## config.mk

```make
export PLATFORM = sky130hd
export DESIGN_NAME = multi_cycle_controller
export DESIGN_NICKNAME = d
export VERILOG_FILES = /design/src/rtl/multi_cycle_controller.sv
export SDC_FILE = /design/constraint.sdc
export NUM_CORES = 1
export LEC_CHECK = 0
export ABC_AREA = 0
export CAP_MARGIN = 40
export CORE_MARGIN = 2
export CORE_UTILIZATION = 34
export CTS_BUF_LIST = sky130_fd_sc_hd__clkbuf_4 sky130_fd_sc_hd__clkbuf_8
export CTS_CLUSTER_DIAMETER = 200
export DETAILED_ROUTE_END_ITERATION = 10
export GPL_TIMING_DRIVEN = 0
export HOLD_SLACK_MARGIN = 0.03
export PLACE_DENSITY = 0.86
export SLEW_MARGIN = 20
export SYNTH_ARGS = -nofsm -noshare
export SYNTH_HDL_FRONTEND = slang
export SYNTH_SLANG_ARGS = --single-unit
```

## constraint.sdc

```tcl
create_clock -name clk -period 1.2 [get_ports clk]
set_input_delay 0.24 -clock clk [delete_from_list [all_inputs] [get_ports clk]]
set_output_delay 0.24 -clock clk [all_outputs]
set_load 0.005 [all_outputs]
```

## src/rtl/multi_cycle_controller.sv

```systemverilog
// ---------------------------------------------------------------------------
// multi_cycle_controller
//   Moore FSM that sequences the multi-cycle Yu Core datapath. The datapath has
//   one shared memory port, one ALU and one PC. Each instruction steps through
//   fetch / decode / execute / memory / writeback states. Memory accesses stall
//   until memReady is seen.
//
//   Optional feature: define ILLEGAL_TRAP_EN to route an unknown opcode to a
//   TRAP state and set the sticky illegalInstr flag. Without it, an unknown
//   opcode retires as a NOP from DECODE.
//
// Ports
//   clk          in   rising-edge clock
//   rst_n        in   synchronous active-low reset
//   opcode[6:0]  in   instr[6:0] from the instruction register
//   zero         in   ALU zero flag
//   memReady     in   memory completes the current request this cycle
//   pcWrite      out  PC load enable
//   adrSrc       out  memory address select (0 PC, 1 ALU result reg)
//   memRead      out  memory read request
//   memWrite     out  memory write request
//   irWrite      out  load instruction register and oldPC
//   resultSrc    out  result mux (00 ALUOut, 01 data reg, 10 ALU result)
//   ALUSrcA      out  ALU A mux (00 PC, 01 oldPC, 10 rs1)
//   ALUSrcB      out  ALU B mux (00 rs2, 01 imm, 10 const 4)
//   ALUOpcode    out  ALU decoder op (00 add, 01 sub, 10 funct-decoded)
//   immSrc       out  immediate format (I/load 00, S 01, B 10)
//   regWrite     out  register file write enable
//   instrDone    out  one-cycle pulse in the last state of an instruction
//   illegalInstr out  sticky illegal-opcode flag (0 unless ILLEGAL_TRAP_EN)
//   dbg_state    out  current FSM state, for observation only
//
// Memory handshake: a request (memRead or memWrite) and its address select
// are held for as long as the FSM stays in the requesting state. The FSM stays
// there until memReady is sampled high, which completes the transfer in that
// cycle. memReady is ignored in every other state.
// ---------------------------------------------------------------------------
module multi_cycle_controller #(
  parameter int STATE_W = 4
) (
  input  logic               clk,
  input  logic               rst_n,
  input  logic [6:0]         opcode,
  input  logic               zero,
  input  logic               memReady,
  output logic               pcWrite,
  output logic               adrSrc,
  output logic               memRead,
  output logic               memWrite,
  output logic               irWrite,
  output logic [1:0]         resultSrc,
  output logic [1:0]         ALUSrcA,
  output logic [1:0]         ALUSrcB,
  output logic [1:0]         ALUOpcode,
  output logic [1:0]         immSrc,
  output logic               regWrite,
  output logic               instrDone,
  output logic               illegalInstr,
  output logic [STATE_W-1:0] dbg_state
);

  localparam logic [6:0] OP_LOAD   = 7'b0000011;
  localparam logic [6:0] OP_STORE  = 7'b0100011;
  localparam logic [6:0] OP_R      = 7'b0110011;
  localparam logic [6:0] OP_I      = 7'b0010011;
  localparam logic [6:0] OP_BRANCH = 7'b1100011;

  typedef enum logic [STATE_W-1:0] {
    S_FETCH, S_DECODE, S_MEMADR, S_MEMREAD, S_MEMWB, S_MEMWRITE,
    S_EXECR, S_EXECI, S_ALUWB, S_BEQ, S_TRAP
  } state_t;

  state_t state;
  logic   known_op;
  logic   pc_update;
  logic   branch;

  assign known_op = (opcode == OP_LOAD) || (opcode == OP_STORE) ||
                    (opcode == OP_R)    || (opcode == OP_I)     ||
                    (opcode == OP_BRANCH);

  assign dbg_state = state;

`ifdef ILLEGAL_TRAP_EN
  logic illegal_q;
  assign illegalInstr = illegal_q;
`else
  assign illegalInstr = 1'b0;
`endif

  always_ff @(posedge clk) begin
    if (!rst_n) begin
      state <= S_FETCH;
`ifdef ILLEGAL_TRAP_EN
      illegal_q <= 1'b0;
`endif
    end else begin
      case (state)
        S_FETCH:    if (memReady) state <= S_DECODE;
        S_DECODE: begin
          case (opcode)
            OP_LOAD, OP_STORE: state <= S_MEMADR;
            OP_R:              state <= S_EXECR;
            OP_I:              state <= S_EXECI;
            OP_BRANCH:         state <= S_BEQ;
            default: begin
`ifdef ILLEGAL_TRAP_EN
              state     <= S_TRAP;
              illegal_q <= 1'b1;
`else
              state <= S_FETCH;
`endif
            end
          endcase
        end
        S_MEMADR: begin
          if (opcode == OP_LOAD)       state <= S_MEMREAD;
          else if (opcode == OP_STORE) state <= S_MEMWRITE;
          else                         state <= S_FETCH;
        end
        S_MEMREAD:  if (memReady) state <= S_MEMWB;
        S_MEMWB:    state <= S_FETCH;
        S_MEMWRITE: if (memReady) state <= S_FETCH;
        S_EXECR:    state <= S_ALUWB;
        S_EXECI:    state <= S_ALUWB;
        S_ALUWB:    state <= S_FETCH;
        S_BEQ:      state <= S_FETCH;
`ifdef ILLEGAL_TRAP_EN
        S_TRAP:     state <= S_TRAP;   // only reset leaves TRAP
`endif
        default:    state <= S_FETCH;  // unused encodings recover
      endcase
    end
  end

  // Outputs depend on the state register only. The exceptions are the
  // memReady-qualified strobes in FETCH/MEMWRITE, pcWrite in BEQ (zero), the
  // unknown-opcode NOP retire in DECODE, and immSrc, which follows opcode.
  // While rst_n is low, every strobe and select is forced to zero, so an
  // outstanding request drops in the same cycle that reset is asserted.
  always_comb begin
    pc_update = 1'b0;
    branch    = 1'b0;
    adrSrc    = 1'b0;
    memRead   = 1'b0;
    memWrite  = 1'b0;
    irWrite   = 1'b0;
    resultSrc = 2'b00;
    ALUSrcA   = 2'b00;
    ALUSrcB   = 2'b00;
    ALUOpcode = 2'b00;
    immSrc    = 2'b00;
    regWrite  = 1'b0;
    instrDone = 1'b0;
    pcWrite   = 1'b0;

    case (state)
      S_FETCH: begin
        memRead   = 1'b1;
        ALUSrcB   = 2'b10;
        resultSrc = 2'b10;
        irWrite   = memReady;
        pc_update = memReady;
      end
      S_DECODE: begin
        ALUSrcA = 2'b01;
        ALUSrcB = 2'b01;
`ifndef ILLEGAL_TRAP_EN
        instrDone = !known_op;
`endif
      end
      S_MEMADR: begin
        ALUSrcA = 2'b10;
        ALUSrcB = 2'b01;
      end
      S_MEMREAD: begin
        adrSrc  = 1'b1;
        memRead = 1'b1;
      end
      S_MEMWB: begin
        resultSrc = 2'b01;
        regWrite  = 1'b1;
        instrDone = 1'b1;
      end
      S_MEMWRITE: begin
        adrSrc    = 1'b1;
        memWrite  = 1'b1;
        instrDone = memReady;
      end
      S_EXECR: begin
        ALUSrcA   = 2'b10;
        ALUOpcode = 2'b10;
      end
      S_EXECI: begin
        ALUSrcA   = 2'b10;
        ALUSrcB   = 2'b01;
        ALUOpcode = 2'b10;
      end
      S_ALUWB: begin
        regWrite  = 1'b1;
        instrDone = 1'b1;
      end
      S_BEQ: begin
        ALUSrcA   = 2'b10;
        ALUOpcode = 2'b01;
        branch    = 1'b1;
        instrDone = 1'b1;
      end
      default: ;
    endcase

    pcWrite = pc_update | (branch & zero);

    case (opcode)
      OP_STORE:  immSrc = 2'b01;
      OP_BRANCH: immSrc = 2'b10;
      default:   immSrc = 2'b00;
    endcase

    if (!rst_n) begin
      pcWrite   = 1'b0;
      adrSrc    = 1'b0;
      memRead   = 1'b0;
      memWrite  = 1'b0;
      irWrite   = 1'b0;
      resultSrc = 2'b00;
      ALUSrcA   = 2'b00;
      ALUSrcB   = 2'b00;
      ALUOpcode = 2'b00;
      immSrc    = 2'b00;
      regWrite  = 1'b0;
      instrDone = 1'b0;
    end
  end

endmodule

```

==> results of run 1 <==
[timing repair]
action	4_1_cts
setup buffers	43
resized for setup	166
endpoints found under the setup margin	25
pin swaps	26
[stage by stage]
step	instances	util (%)
CTS	169	92.9
detailed placement	126	59.4
global placement	126	59.4
floorplan	79	-
[cell families after synthesis]
group,Yosys count,share of synthesized area [%]
AOI/OAI and AO/OA,15,18.7
other,1,0.702
DFF,4,15.0
buffers and inverters,9,7.73
and+or+nand+nor,47,52.9
xor gates and xnor gates,3,4.92
==> impl_metrics.py, run 1 <==
metrics = {
    "run_status": {
        "status": "aborted with a tool error",
        "lastStage": "global routing",
        "error": "[ERROR DPL-0038] Utilization greater than 100%, impossible to legalize",
    },
    "logic_synthesis": {
        "synth_area_per_cell_um2": 6.76,
        "synth_top_area_share_pct": 15.0,
        "synth_area_leaders": "dfxtp_1, nor2_1, nand2b_1",
        "postSynth.asyncResetShare_pct": 0,
        "yosys.area.top_type": "dfxtp_1",
        "synth_seq_cells": 4,
        "synth_commonest_cells": "nor2_1, nand2_1, nand2b_1",
        "ys_types": 39,
        "syn_inst": 79,
        "ys.flop_type": "dfxtp_1",
        "synth_edf_count": 0,
        "syn_area_um2": 534,
        "ys_seq_area_share_pct": 15.0,
        "synth_fp_nets": 90,
        "yosysWarnings": 0,
        "yosysMostFrequentCell": "nor2_1",
    },
    "placement": {
        "io_buffers": 31,
        "dpl_cell_area_um2": 885,
        "globalplace.congestion": 0.838,
        "dpl_worst_slack_ns": -1.01,
        "post-dp-hpwl_um": 1300,
    },
    "clocking": {
        "cts-htree-levels": 1,
        "clock_sinks": 4,
        "cts_made_buffers": 3,
        "cts.path.max_buffers": 2,
        "cts-root-buf": "clkbuf_4",
        "cts_hold_buffers": 0,
    },
    "global_routing": {
        "grt_max_degree": 11,
    },
    "timing": {
        "crit_endpoint": "resultSrc[1]",
        "worst-ep-kind": "top-level output",
    },
    "floorplan": {
        "die_y_um": 43.6,
        "fp.dieW_um": 43.6,
        "num_rows": 14,
        "start_util_pct": 35.9,
        "io_pins": 33,
    },
}
==> run 2: changes to the inputs <==
Settings changed: CORE_AREA from default to 2 2 63 65, CORE_MARGIN 2 to default, CORE_UTILIZATION 34 to default, CTS_BUF_LIST sky130_fd_sc_hd__clkbuf_4 sky130_fd_sc_hd__clkbuf_8 to default, CTS_CLUSTER_DIAMETER 200 to default, DIE_AREA from default to 0 0 65 67, HOLD_SLACK_MARGIN 0.03 to default, PLACE_DENSITY 0.86 to default, PLACE_DENSITY_LB_ADDON from default to 0.15.
Clock period 1.2 ns to 1.6 ns, I/O delays scaled along.
==> run 2 against run 1 <==
Synthesized cell count is the same; area after synthesis is the same; the flow now finishes, with violations (negative setup slack).
==> impl_metrics.py, run 2 <==
metrics = {
    "global_routing": {
        "grt_usage_pct": 12.0,
        "antenna_found_initial": 0,
        "grt_pass1_vias": 842,
        "grt_first_pass_wirelength_um": 4040,
        "gr-total-overflow": 0,
        "grt_max_degree": 11,
    },
    "power": {
        "ir_drop_v": 0.000207,
        "p_per_area_nw_per_um2": 345,
        "p_leak_nw": 0.641,
    },
    "setup_path": {
        "worstSetupEndpointType": "output pin",
        "crit_required_ns": 1.28,
        "ff2ff_setup_slack_ns": 0.01,
        "startpoint_type": "register",
        "critPathArrivalTime_ns": 1.36,
        "crit_type": "reg -> out",
        "worstPathMaxFanout": 8,
    },
    "logic_synthesis": {
        "yosys.area.top_type": "dfxtp_1",
        "synth-simple-area-share_pct": 52.9,
        "syn_area_um2": 534,
        "synth_seq_cells": 4,
        "yosysWarnings": 0,
        "synth_top_area_share_pct": 15.0,
        "synth_top_family_by_area": "simple AND/OR/NAND/NOR gates",
        "postSynth.asyncResetShare_pct": 0,
        "synth-xor-area-share_pct": 4.92,
        "ys.flop_type": "dfxtp_1",
        "synth_area_leaders": "dfxtp_1, nor2_1, nand2b_1",
        "syn_inst": 79,
        "synthMuxAreaShare_pct": 0,
        "synth_commonest_cells": "nor2_1, nand2_1, nand2b_1",
        "synth-adder-area-share_pct": 0,
        "ys_types": 39,
        "synth_area_per_cell_um2": 6.76,
        "synth_compound_area_share_pct": 18.7,
        "ys_seq_area_share_pct": 15.0,
        "yosysMostFrequentCell": "nor2_1",
        "synth_edf_count": 0,
        "synth_fp_nets": 90,
    },
    "clocking": {
        "clock_sinks": 4,
        "cts_tree": "built",
        "cts-htree-levels": 1,
        "cts.path.max_buffers": 2,
        "cts_hold_buffers": 0,
        "clkLatencyLatePin_ns": 0.22,
        "clkTransAtPathRegs_ns": 0.04,
        "cts_made_buffers": 3,
        "cts-root-buf": "clkbuf_8",
    },
    "min_path": {
        "hp-class": "in -> reg",
    },
    "floorplan": {
        "die_y_um": 67,
        "start_util_pct": 14.8,
        "io_pins": 33,
        "fp.dieW_um": 65,
        "die_area_um2": 4360,
        "core_um2": 3610,
        "num_rows": 22,
    },
    "placement": {
        "io_buffers": 31,
        "dpl_cell_area_um2": 905,
        "globalplace.congestion": 0.739,
        "post-dp-hpwl_um": 1470,
    },
    "route": {
        "vias": 864,
        "wl_per_cell_um": 12.9,
        "viasPerCell": 4.41,
        "drt_first_iter_violations": 25,
        "postRouteAntennaNets": 0,
        "dr.pass1.iters": 4,
        "drcViolationCount": 0,
        "routed_wl_um": 2520,
    },
    "layout": {
        "layout.cells.most_common": "buf_4",
        "stdcell_area_um2": 1420,
        "mostFrequentLayoutCells": "buf_4, buf_2, buf_6",
        "fillerInstances": 358,
        "final_net_count": 161,
        "areaGrowthSynthToFinish_pct": 166,
        "largest_reg_flops": 4,
        "seqCellArea_um2": 92.6,
        "diodes": 0,
        "drive_above_1_share_pct": 68.2,
        "multi_input_area_um2": 624,
    },
    "timing": {
        "final_hold_viol_count": 0,
        "setup_viol": 3,
        "fmax_mhz": 596,
        "min_period_over_period_pct": 105,
        "rsz0062_at_grt": "yes",
        "period_needed_ns": 1.68,
        "holdWs_ns": 0.482,
        "fin_skew_ns": 0.00672,
        "finalMaxSlewViolations": 0,
        "setup_slack_ns": -0.0788,
        "setup-tns-final_ns": -0.116,
    },
    "run_status": {
        "violations": "negative setup slack",
        "status": "complete, but fails checks",
    },
    "flow_run": {
        "max_cap_violations": 0,
    },
}
## run 2: power breakdown
group / switching, W / total, W / internal (W)
combinational: 0.0000775 / 0.000174 / 0.0000960
clock: 0.0000549 / 0.000215 / 0.000161
sequential: 0.00000285 / 0.000101 / 0.0000983
total: 0.000135 / 0.000490 / 0.000355
## run 2: cell families after synthesis
kind of cell	count (synthesis)
buffers and inverters	9
AO/OA/AOI/OAI	15
XOR/XNOR	3
flip-flops	4
AND/OR/NAND/NOR	47
other	1
## run 2: per-stage QoR
stage / instances / power [W] / setup slack, ns / util [%]
floorplan: 79 / 0.000149 / 0.158 / -
global placement: 158 / 0.000217 / -0.978 / 25.1
detailed placement: 158 / 0.000216 / -0.964 / 25.1
CTS: 190 / 0.000466 / -0.0629 / 35.4
global route: 196 / 0.000518 / -0.110 / 39.5
finish: 196 / 0.000490 / -0.0788 / 39.5
## run 2: critical path, cell delays in order (launching register included)
cell and delay (ns):
dfxtp_4 0.35, clkbuf_16 0.16, or3b_4 0.37, a21oi_2 0.14
buf_2 0.12
## run 2: worst paths after layout
| path | start | end | cells past startpoint |
|---|---|---|---|
| hold / removal | rst_n | dbg_state[1]$_SDFFE_PN0P_ | 2 |
| setup / recovery | dbg_state[0]$_SDFFE_PN0P_ | ALUSrcB[0] | 4 |
| setup reg to reg | dbg_state[2]$_SDFFE_PN0P_ | dbg_state[0]$_SDFFE_PN0P_ | 5 |
| hold reg to reg | dbg_state[3]$_SDFFE_PN0P_ | dbg_state[3]$_SDFFE_PN0P_ | 2 |
## run 2: timing repair
action	CTS	global route
pin swaps	16	11
buffers inserted	29	6
gates resized for setup	128	32
setup endpoints to repair	18	14
## run 2: final cells by class
class	instances	share of cell area, %
Timing Repair Buffer	66	36.0
Multi-Input combinational cell	66	43.9
Inverter	3	0.792
Clock buffer	3	2.90
Tap cell	48	4.22
Sequential cell	4	6.51
Buffer	6	5.72
## run 2: metal layers
layer / track usage (%) / up-vias / routed length, um
met2: 20.6 / 24 / 1310
li1: - / 420 / -
met3: 4.73 / 2 / 161
met4: 2.93 / 0 / 16
met5: 0 / - / 0
met1: 13.9 / 418 / 1030
No activity file was read; power rests on OpenSTA's default activity.
